===== src/rtl/riscv_pkg.sv =====
// riscv_pkg: constants and types shared by the fetch/decode boundary.
//   XLEN, ILEN        - default pc and instruction widths
//   *_LSB             - bit positions of the standard RV fields inside an instruction
//   STOP_WORD_DEFAULT - instruction encoding that terminates fetch
//   ifid_entry_t      - one buffered {pc, instr} pair at the default widths
package riscv_pkg;

    localparam int unsigned XLEN = 64;
    localparam int unsigned ILEN = 32;

    localparam int unsigned OPCODE_LSB = 0;
    localparam int unsigned RD_LSB     = 7;
    localparam int unsigned FUNCT3_LSB = 12;
    localparam int unsigned RS1_LSB    = 15;
    localparam int unsigned RS2_LSB    = 20;
    localparam int unsigned FUNCT7_LSB = 25;

    localparam logic [31:0] STOP_WORD_DEFAULT = 32'h0000_0000;

    typedef struct packed {
        logic [XLEN-1:0] pc;
        logic [ILEN-1:0] instr;
    } ifid_entry_t;

endpackage


===== src/rtl/ifid_fifo.sv =====
// ifid_fifo: generic in-order storage with read/write pointers and an occupancy count.
//   clk, reset   - clock, asynchronous active-high reset (clears entries, pointers, count)
//   push, wdata  - write wdata at the tail (caller guarantees not full)
//   pop          - drop the head entry (caller guarantees not empty)
//   clear        - synchronous squash of all entries; overrides push and pop
//   rdata        - head entry (stale contents when count is 0)
//   count        - number of valid entries, 0..DEPTH
module ifid_fifo #(
    parameter int unsigned WIDTH = 96,
    parameter int unsigned DEPTH = 2
) (
    input  logic                     clk,
    input  logic                     reset,
    input  logic                     push,
    input  logic                     pop,
    input  logic                     clear,
    input  logic [WIDTH-1:0]         wdata,
    output logic [WIDTH-1:0]         rdata,
    output logic [$clog2(DEPTH):0]   count
);

    localparam int unsigned PtrW = $clog2(DEPTH);
    localparam int unsigned CntW = PtrW + 1;
    localparam logic [CntW-1:0] FullCount = CntW'(DEPTH);

    logic [WIDTH-1:0] mem_q [DEPTH];
    logic [PtrW-1:0]  wr_ptr_q;
    logic [PtrW-1:0]  rd_ptr_q;
    logic [CntW-1:0]  count_q;

    // DEPTH is a power of two, so plain pointer overflow is the modulo-DEPTH wrap.
    always_ff @(posedge clk or posedge reset) begin
        if (reset) begin
            wr_ptr_q <= '0;
            rd_ptr_q <= '0;
            count_q  <= '0;
            for (int unsigned i = 0; i < DEPTH; i++) begin
                mem_q[i] <= '0;
            end
        end else if (clear) begin
            wr_ptr_q <= '0;
            rd_ptr_q <= '0;
            count_q  <= '0;
        end else begin
            if (push) begin
                mem_q[wr_ptr_q] <= wdata;
                wr_ptr_q        <= wr_ptr_q + PtrW'(1);
            end
            if (pop) begin
                rd_ptr_q <= rd_ptr_q + PtrW'(1);
            end
            count_q <= count_q + CntW'(push) - CntW'(pop);
        end
    end

    assign rdata = mem_q[rd_ptr_q];
    assign count = count_q;

    always @(posedge clk) begin
        if (!reset && !clear) begin
            assert (!(push && count_q == FullCount));
            assert (!(pop && count_q == '0));
        end
    end

endmodule


===== src/rtl/ifid_stage_buffer.sv =====
// ifid_stage_buffer: receiving end of the fetch-to-decode interface.
//   clk, reset                  - clock, asynchronous active-high reset
//   if_valid, if_pc, if_instr   - fetch offer; accepted when if_ready is high
//   if_ready                    - buffer can accept (registered-state only)
//   flush                       - squash all buffered entries and the stop state
//   id_ready                    - decode consumes the head entry
//   id_valid, id_pc, id_instr   - head entry (zero when id_valid is low)
//   id_opcode..id_funct7        - RV field slices of id_instr
//   id_stop                     - stop word seen and buffer drained
// Optional build macro IFID_PERF_EN adds saturating counters:
//   perf_stall_cycles - cycles with if_valid && !if_ready
//   perf_flush_count  - number of flush cycles
// Field slicing assumes ILEN is 32.
module ifid_stage_buffer #(
    parameter int unsigned     XLEN      = riscv_pkg::XLEN,
    parameter int unsigned     ILEN      = riscv_pkg::ILEN,
    parameter int unsigned     DEPTH     = 2,
    parameter logic [ILEN-1:0] STOP_WORD = ILEN'(riscv_pkg::STOP_WORD_DEFAULT)
) (
    input  logic            clk,
    input  logic            reset,
    input  logic            if_valid,
    input  logic [XLEN-1:0] if_pc,
    input  logic [ILEN-1:0] if_instr,
    output logic            if_ready,
    input  logic            flush,
    input  logic            id_ready,
    output logic            id_valid,
    output logic [XLEN-1:0] id_pc,
    output logic [ILEN-1:0] id_instr,
    output logic [6:0]      id_opcode,
    output logic [4:0]      id_rd,
    output logic [2:0]      id_funct3,
    output logic [4:0]      id_rs1,
    output logic [4:0]      id_rs2,
    output logic [6:0]      id_funct7,
    output logic            id_stop
`ifdef IFID_PERF_EN
    ,
    output logic [31:0]     perf_stall_cycles,
    output logic [31:0]     perf_flush_count
`endif
);

    import riscv_pkg::*;

    localparam int unsigned CntW = $clog2(DEPTH) + 1;

    typedef struct packed {
        logic [XLEN-1:0] pc;
        logic [ILEN-1:0] instr;
    } entry_t;

    entry_t          wr_entry;
    entry_t          head;
    logic [CntW-1:0] count;
    logic            halted_q;
    logic            full;
    logic            empty;
    logic            accept;
    logic            is_stop;
    logic            push;
    logic            pop;

    assign full  = (count == CntW'(DEPTH));
    assign empty = (count == '0);

    assign if_ready = !reset && !halted_q && !full;
    assign accept   = if_valid && if_ready;
    assign is_stop  = (if_instr == STOP_WORD);

    // The stop word is consumed by the halt flag rather than stored; flush beats everything.
    assign push = accept && !is_stop && !flush;
    assign pop  = id_valid && id_ready && !flush;

    assign wr_entry.pc    = if_pc;
    assign wr_entry.instr = if_instr;

    ifid_fifo #(
        .WIDTH ($bits(entry_t)),
        .DEPTH (DEPTH)
    ) u_fifo (
        .clk   (clk),
        .reset (reset),
        .push  (push),
        .pop   (pop),
        .clear (flush),
        .wdata (wr_entry),
        .rdata (head),
        .count (count)
    );

    always_ff @(posedge clk or posedge reset) begin
        if (reset) begin
            halted_q <= 1'b0;
        end else if (flush) begin
            halted_q <= 1'b0;
        end else if (accept && is_stop) begin
            halted_q <= 1'b1;
        end
    end

    assign id_valid = !empty;
    assign id_stop  = halted_q && empty;

    always_comb begin
        id_pc    = '0;
        id_instr = '0;
        if (id_valid) begin
            id_pc    = head.pc;
            id_instr = head.instr;
        end
    end

    assign id_opcode = id_instr[OPCODE_LSB +: 7];
    assign id_rd     = id_instr[RD_LSB     +: 5];
    assign id_funct3 = id_instr[FUNCT3_LSB +: 3];
    assign id_rs1    = id_instr[RS1_LSB    +: 5];
    assign id_rs2    = id_instr[RS2_LSB    +: 5];
    assign id_funct7 = id_instr[FUNCT7_LSB +: 7];

`ifdef IFID_PERF_EN
    logic [31:0] perf_stall_q;
    logic [31:0] perf_flush_q;

    always_ff @(posedge clk or posedge reset) begin
        if (reset) begin
            perf_stall_q <= '0;
            perf_flush_q <= '0;
        end else begin
            if (if_valid && !if_ready && perf_stall_q != '1) begin
                perf_stall_q <= perf_stall_q + 32'd1;
            end
            if (flush && perf_flush_q != '1) begin
                perf_flush_q <= perf_flush_q + 32'd1;
            end
        end
    end

    assign perf_stall_cycles = perf_stall_q;
    assign perf_flush_count  = perf_flush_q;
`endif

endmodule


===== config.mk =====
export PLATFORM = sky130hd
export DESIGN_NAME = ifid_stage_buffer
export DESIGN_NICKNAME = d
export VERILOG_FILES = /design/src/rtl/riscv_pkg.sv /design/src/rtl/ifid_fifo.sv /design/src/rtl/ifid_stage_buffer.sv
export SDC_FILE = /design/constraint.sdc
export NUM_CORES = 1
export LEC_CHECK = 0
export BUFFER_PORTS_ARGS = -buffer_cell sky130_fd_sc_hd__buf_2
export CORE_UTILIZATION = 47
export CTS_CLUSTER_DIAMETER = 100
export DETAILED_ROUTE_END_ITERATION = 10
export GPL_TIMING_DRIVEN = 0
export PLACE_DENSITY = 0.75
export SYNTH_ARGS = -nofsm -noshare
export SYNTH_HDL_FRONTEND = slang
export SYNTH_SLANG_ARGS = --single-unit

===== constraint.sdc =====
create_clock -name clk -period 8.1 [get_ports clk]
set_input_delay 0.81 -clock clk [delete_from_list [all_inputs] [get_ports clk]]
set_output_delay 0.81 -clock clk [all_outputs]
set_load 0.02 [all_outputs]

# [Word level (Yosys, flattened, before mapping)]
# Cells that the tools add are included.
[totals] regBits=197 output_inout_bits=131
[classes] muxes=15 n_lt_le_gt_ge=3 addsub=4 n_eq_ne=1 reduce_logical=22 n_bitwise=3
[ops] cell="$mux W96" n=4
[ops] cell="$bwmux W192" n=1
[ops] cell="$demux W96 S1" n=1
[ops] cell="$mux W64" n=1
[ops] cell="$logic_not A32 Y1" n=1
[ops] cell="$mux W32" n=1
[ops] cell="$logic_and A1 B1 Y1" n=10
[ops] cell="$logic_not A1 Y1" n=6
[ops] cell="$mux W1" n=6
[ops] cell="$reduce_bool A2 Y1" n=3
[ops] cell="$ge A2 B2 Y1 const B" n=2
[ops] cell="$not A1 Y2" n=2
[ops] cell="$add A1 B1 Y1 const B" n=2
[ops] cell="$add A2 B1 Y2" n=1
[ops] cell="$eq A2 B2 Y1 const B" n=1
[ops] cell="$logic_not A2 Y1" n=1
[ops] cell="$lt A2 B1 Y1 const B" n=1
[ops] cell="$mux W2" n=1
[ops] cell="$reduce_and A2 Y1" n=1
[ops] cell="$sub A2 B1 Y2" n=1
[ops] cell="$not A1 Y1" n=1

# [Depth between registers and ports, before layout]
[logic_depth] ltp_word=9 mapped_depth=10 depth_no_buf=10

# [Hierarchy]
# Synthesis repeated with hierarchy kept, for this count alone.
[hier_totals] hier_cells=690 area_unflattened_um2=9500.4
[by_module_without_submodules] mod="ifid_fifo" cells_per_inst=529 n_inst=1 seq_area_each_um2=4904.7 area_each_um2=8438.1
[by_module_without_submodules] mod="ifid_stage_buffer" cells_per_inst=161 n_inst=1 seq_area_each_um2=25.0 area_each_um2=1062.3

# [Worst setup path before layout]
# No wires, ideal clock.
[synth_path] kind="reg2out" start="register u_fifo.rd_ptr_q" end="output port id_instr[25]" t_arrival_ns=1.646 path_stages_with_launch=6 path_slack_ns=5.644 n_path_buf=3 path_cell_list="dfrtp_1 clkbuf_1 clkbuf_1 mux2i_1 nor2_1 buf_4"
[synth_via] elab_chain_cells=5
[synth_rtl] element="start: declaration" line_no="ifid_fifo.sv:28" text="logic [PtrW-1:0] rd_ptr_q;"
[synth_rtl] element="start signal: assignment" line_no="ifid_fifo.sv:50" text="rd_ptr_q <= rd_ptr_q + PtrW'(1);"
[synth_rtl] element="$not A1 Y2 (not written as such)" line_no="ifid_fifo.sv:56" text="assign rdata = mem_q[rd_ptr_q];"
[synth_rtl] element="$mux W96 (not written as such) (3 in series)" line_no="ifid_fifo.sv:56"
[synth_rtl] element="$mux W32" line_no="ifid_stage_buffer.sv:109" text="if (id_valid) begin"
[synth_rtl] element="end: declaration" line_no="ifid_stage_buffer.sv:30" text="output logic [ILEN-1:0] id_instr,"
# Every way passes these cells. The select of a mux whose other input is x is not followed.

# [Final worst setup path]
[layout_path] start="register u_fifo.rd_ptr_q" end="output port id_pc[53]"
[layout_via] elab_chain_cells=5
[layout_rtl] element="$not A1 Y2 (not written as such)" line_no="ifid_fifo.sv:56"
[layout_rtl] element="$mux W96 (not written as such) (3 in series)" line_no="ifid_fifo.sv:56"
[layout_rtl] element="$mux W64" line_no="ifid_stage_buffer.sv:109"
[layout_rtl] element="end: declaration" line_no="ifid_stage_buffer.sv:29" text="output logic [XLEN-1:0] id_pc,"
# Every way passes these cells. The select of a mux whose other input is x is not followed.

==> results by group <==
STA
  – Part of the cycle the worst path needs: 0.4451
  – Tightest Pin Transition: 0.8640 ns
  – Min Tclk post-route: roughly 3.6 ns
  – Achievable clock frequency: between 0.2 and 0.3 GHz
  – Fin Setup TNS: 0 ns
  – Final WS setup: ~4.5 ns
  – Unrepaired setup endpoints after global routing: false
  – Slew headroom: 0.4240
  – Final Hold Violating Endpoints: 0
  – Pins Over Slew Limit: 0
  – Skew final: about 0.011 ns
  – Setup Viol. Count Final: 0

Place
  – Pre-CTS WS: roughly 5 ns
  – Detailed Place HPWL: approximately 14000 um
  – Port buffer count: about 230
  – GPL Wtd Cong: 0.7452

Layout
  – Fillers: between 1500 and 2000
  – Layout area overhead: 23.45%
  – Ant. Diodes: 0
  – Nets: around 1000
  – Layout cell share with drive strength beyond 1: 0.4780

Floorplan
  – IO Count: roughly 230
  – Starting Density: 0.4861
  – Die height: 142.3 um
  – Area of the die: a little over 20000 um2
  – Core area: 19020 um2
  – Std-Cell Rows: 50
  – Die width: about 140 um

Clock tree
  – Post-CTS sizing: 0
  – H-tree levels: 4
  – Root buffer cell: clkbuf_16
  – Latest clock arrival within the worst-skew pair: ~0.42 ns
  – Clock edge transition at the registers on the reported setup and hold paths: 0.07 ns
  – Clock sinks: 197
  – Deepest clock path buffer count: 2
  – Post-CTS Setup Repair Bufs: 0
  – TritonCTS clock tree: built
  – Total CTS buffers: 17
  – # hold bufs at CTS: 0

Yosys
  – Top post-synthesis cells by area: dfrtp_1 53%, mux2_2 15%, mux2i_1 10%
  – YS warnings: 0
  – Ys flop type: dfrtp_1
  – Mapped Avg Cell Area: 13.36 um2
  – Synth cell types: 26
  – Cell with the most instances after synthesis: dfrtp_1
  – Post-synthesis cell area: ~9200 um2
  – Register area share after synthesis: 0.5332
  – Number of synthesized flops with an enable pin: 0
  – Post-synth top area cell: dfrtp_1
  – Yosys reg bits: ~200
  – Top post-synthesis cells by count: 197 x dfrtp_1, 123 x mux2_2, 103 x nor2_1, 96 x mux2i_1, 59 x mux2_1
  – Top cell type's share of synthesized area: 0.5332
  – Ys async rst share: 1.000
  – Net count of the mapped netlist: approximately 800
  – Post-synthesis cell count: between 600 and 700

Power and ir drop
  – Leak: roughly 0.0056 uW
  – Clock power frac: 0.293
  – Sw Ratio: 0.2974
  – Internal power: roughly 2200 uW
  – Logic gate share of total power: 0.263
  – P per Cell Area: 276.2 nW/um2
  – Peak VDD IR: about 0.14 mV
  – Sequential share of power: 0.444
  – Sw Pwr: 937.5 uW

Route
  – Final ANT Viol Nets: 0
  – Routed WL: a little under 20000 um
  – Drt wl/cell: around 16 um
  – Drt via density: ~5
  – First drt pass iteration count: 4
  – Vias: between 6000 and 7000
  – Initial DRC Count: between 150 and 200
  – # DRC: 0

Global route
  – Total track usage: 0.2033
  – Grt met3 use: 0.05451
  – Met2 usage: 0.3382
  – Initial antenna violation count: 0
  – Grt total ovfl: 0
  – Vias in the first global route: between 6000 and 7000
  – GR peak layer: met2
  – Met1 GRT Util: 0.2624
  – First-pass GRT wire length: approximately 32000 um
  – Largest net degree at the start of global routing: between 100 and 150

Worst setup path
  – WS Path Type: reg2out
  – CP Launch Type: flip-flop
  – Worst r2r src: u_fifo.count[1]
  – CP max FO: 10
  – Critical Path RT: between 7 and 8 ns
  – Crit path from: u_fifo.rd_ptr_q
  – CP endpoint kind: output pin
  – Worst Path Arrival: roughly 2.8 ns

Min path
  – Hold_sp: u_fifo.mem_q[164]
  – Hold Path Class: reg2reg

Run status
  – Outcome: completed

Job
  – Max-cap viol count: 0
[critical path, cell delays in order (launching register included)]
cell      delay (ns)
dfrtp_1         0.32
clkbuf_1        0.38
buf_1           0.71
buf_2           0.44
mux2i_1         0.29
nor2_1          0.06
buf_2           0.17
[registers in the layout, summed over array words and instances (netlist names)]
register and cells:
halted_q 1, u_fifo.count 2, u_fifo.mem_q 192, u_fifo.rd_ptr_q 1, u_fifo.wr_ptr_q 1
[cells by family (layout without fill, tap and decap cells)]
| logic type | count (synthesis) | count (layout) | synth area share |
|---|---|---|---|
| mux | 288 | 288 | 0.3419 |
| flops | 197 | 197 | 0.5332 |
| compound gates | 6 | 6 | 0.01029 |
| simple gates | 117 | 117 | 0.05143 |
| buf+inv | 79 | 343 | 0.05765 |
| xor+xnor | 3 | 3 | 0.002843 |
| fa+ha+maj | 2 | 2 | 0.002706 |
[layout by cell type (no fill, tap or decap)]
cell type,n
clkbuf_8,1
clkinvlp_4,1
dfrtp_1,197
xor2_1,2
o211ai_1,1
ha_1,2
nor2b_1,2
mux2_4,10
o2111ai_4,2
mux2_2,123
buf_1,4
nand2_1,1
clkbuf_1,14
nand4_1,2
a211oi_4,1
nor2_1,103
buf_4,43
a21oi_1,1
inv_6,3
nor4_1,8
clkinv_2,1
or4b_2,1
mux2_1,59
buf_6,8
xnor2_1,1
inv_1,5
inv_8,5
buf_2,234
clkinv_4,1
mux2i_1,96
buf_8,1
bufinv_16,4
clkbuf_16,17
buf_16,1
a21bo_1,1
[stage by stage]
stage          instance area [um2]  hold slack, ns    util  instances  power, uW
3_5_place_dp                 10760          0.4802  0.5659       1184       2259
3_3_place_gp                 10730          0.4727  0.5640       1183       2224
2_1_floorplan                 9245          0.4635       -        692       2006
5_1_grt                      11410          0.5049  0.6001       1216       3328
6_report                     11410          0.4923  0.6001       1216       3152
4_1_cts                      11410          0.4960  0.6001       1216       3189
[layer usage]
layer,up-vias,share of wire
li1,2871,-
met1,2989,0.45
met2,153,0.48
met3,12,0.063
met4,0,0.0092
met5,-,0
[path summary, 6_finish.rpt]
path	slack, ns	end	cells past startpoint
max in group asynchronous	6.65	u_fifo.mem_q[136]	3
setup / recovery	4.49	id_pc[53]	6
setup reg to reg	5.87	u_fifo.count[1]	10
hold reg to reg	0.49	u_fifo.mem_q[164]	1
min in group asynchronous	0.56	u_fifo.mem_q[111]	2
hold / removal	0.49	u_fifo.mem_q[164]	1
[area by class of cell]
type,instances,area (um2),share of cell area
timing repair buffer,232,1184,0.1037
multi-input combinational,416,3782,0.3314
clock inverter,14,212.7,0.01864
buffer,73,510.5,0.04473
inverter,6,30.03,0.002631
sequential,197,4930,0.4319
clock buffer,18,439.2,0.03848
tap,260,325.3,0.02850
[power by group through the flow]
| stage | sequential (uW) | combinational (uW) | clock [uW] |
|---|---|---|---|
| CTS | 1400 | 845 | 946 |
| detailed placement | 1420 | 841 | 0 |
| global placement | 1400 | 820 | 0 |
| finish | 1400 | 830 | 922 |
| floorplan | 1380 | 629 | 0 |
| global route | 1430 | 911 | 983 |
Note: power is estimated with default switching activity, not from simulation.
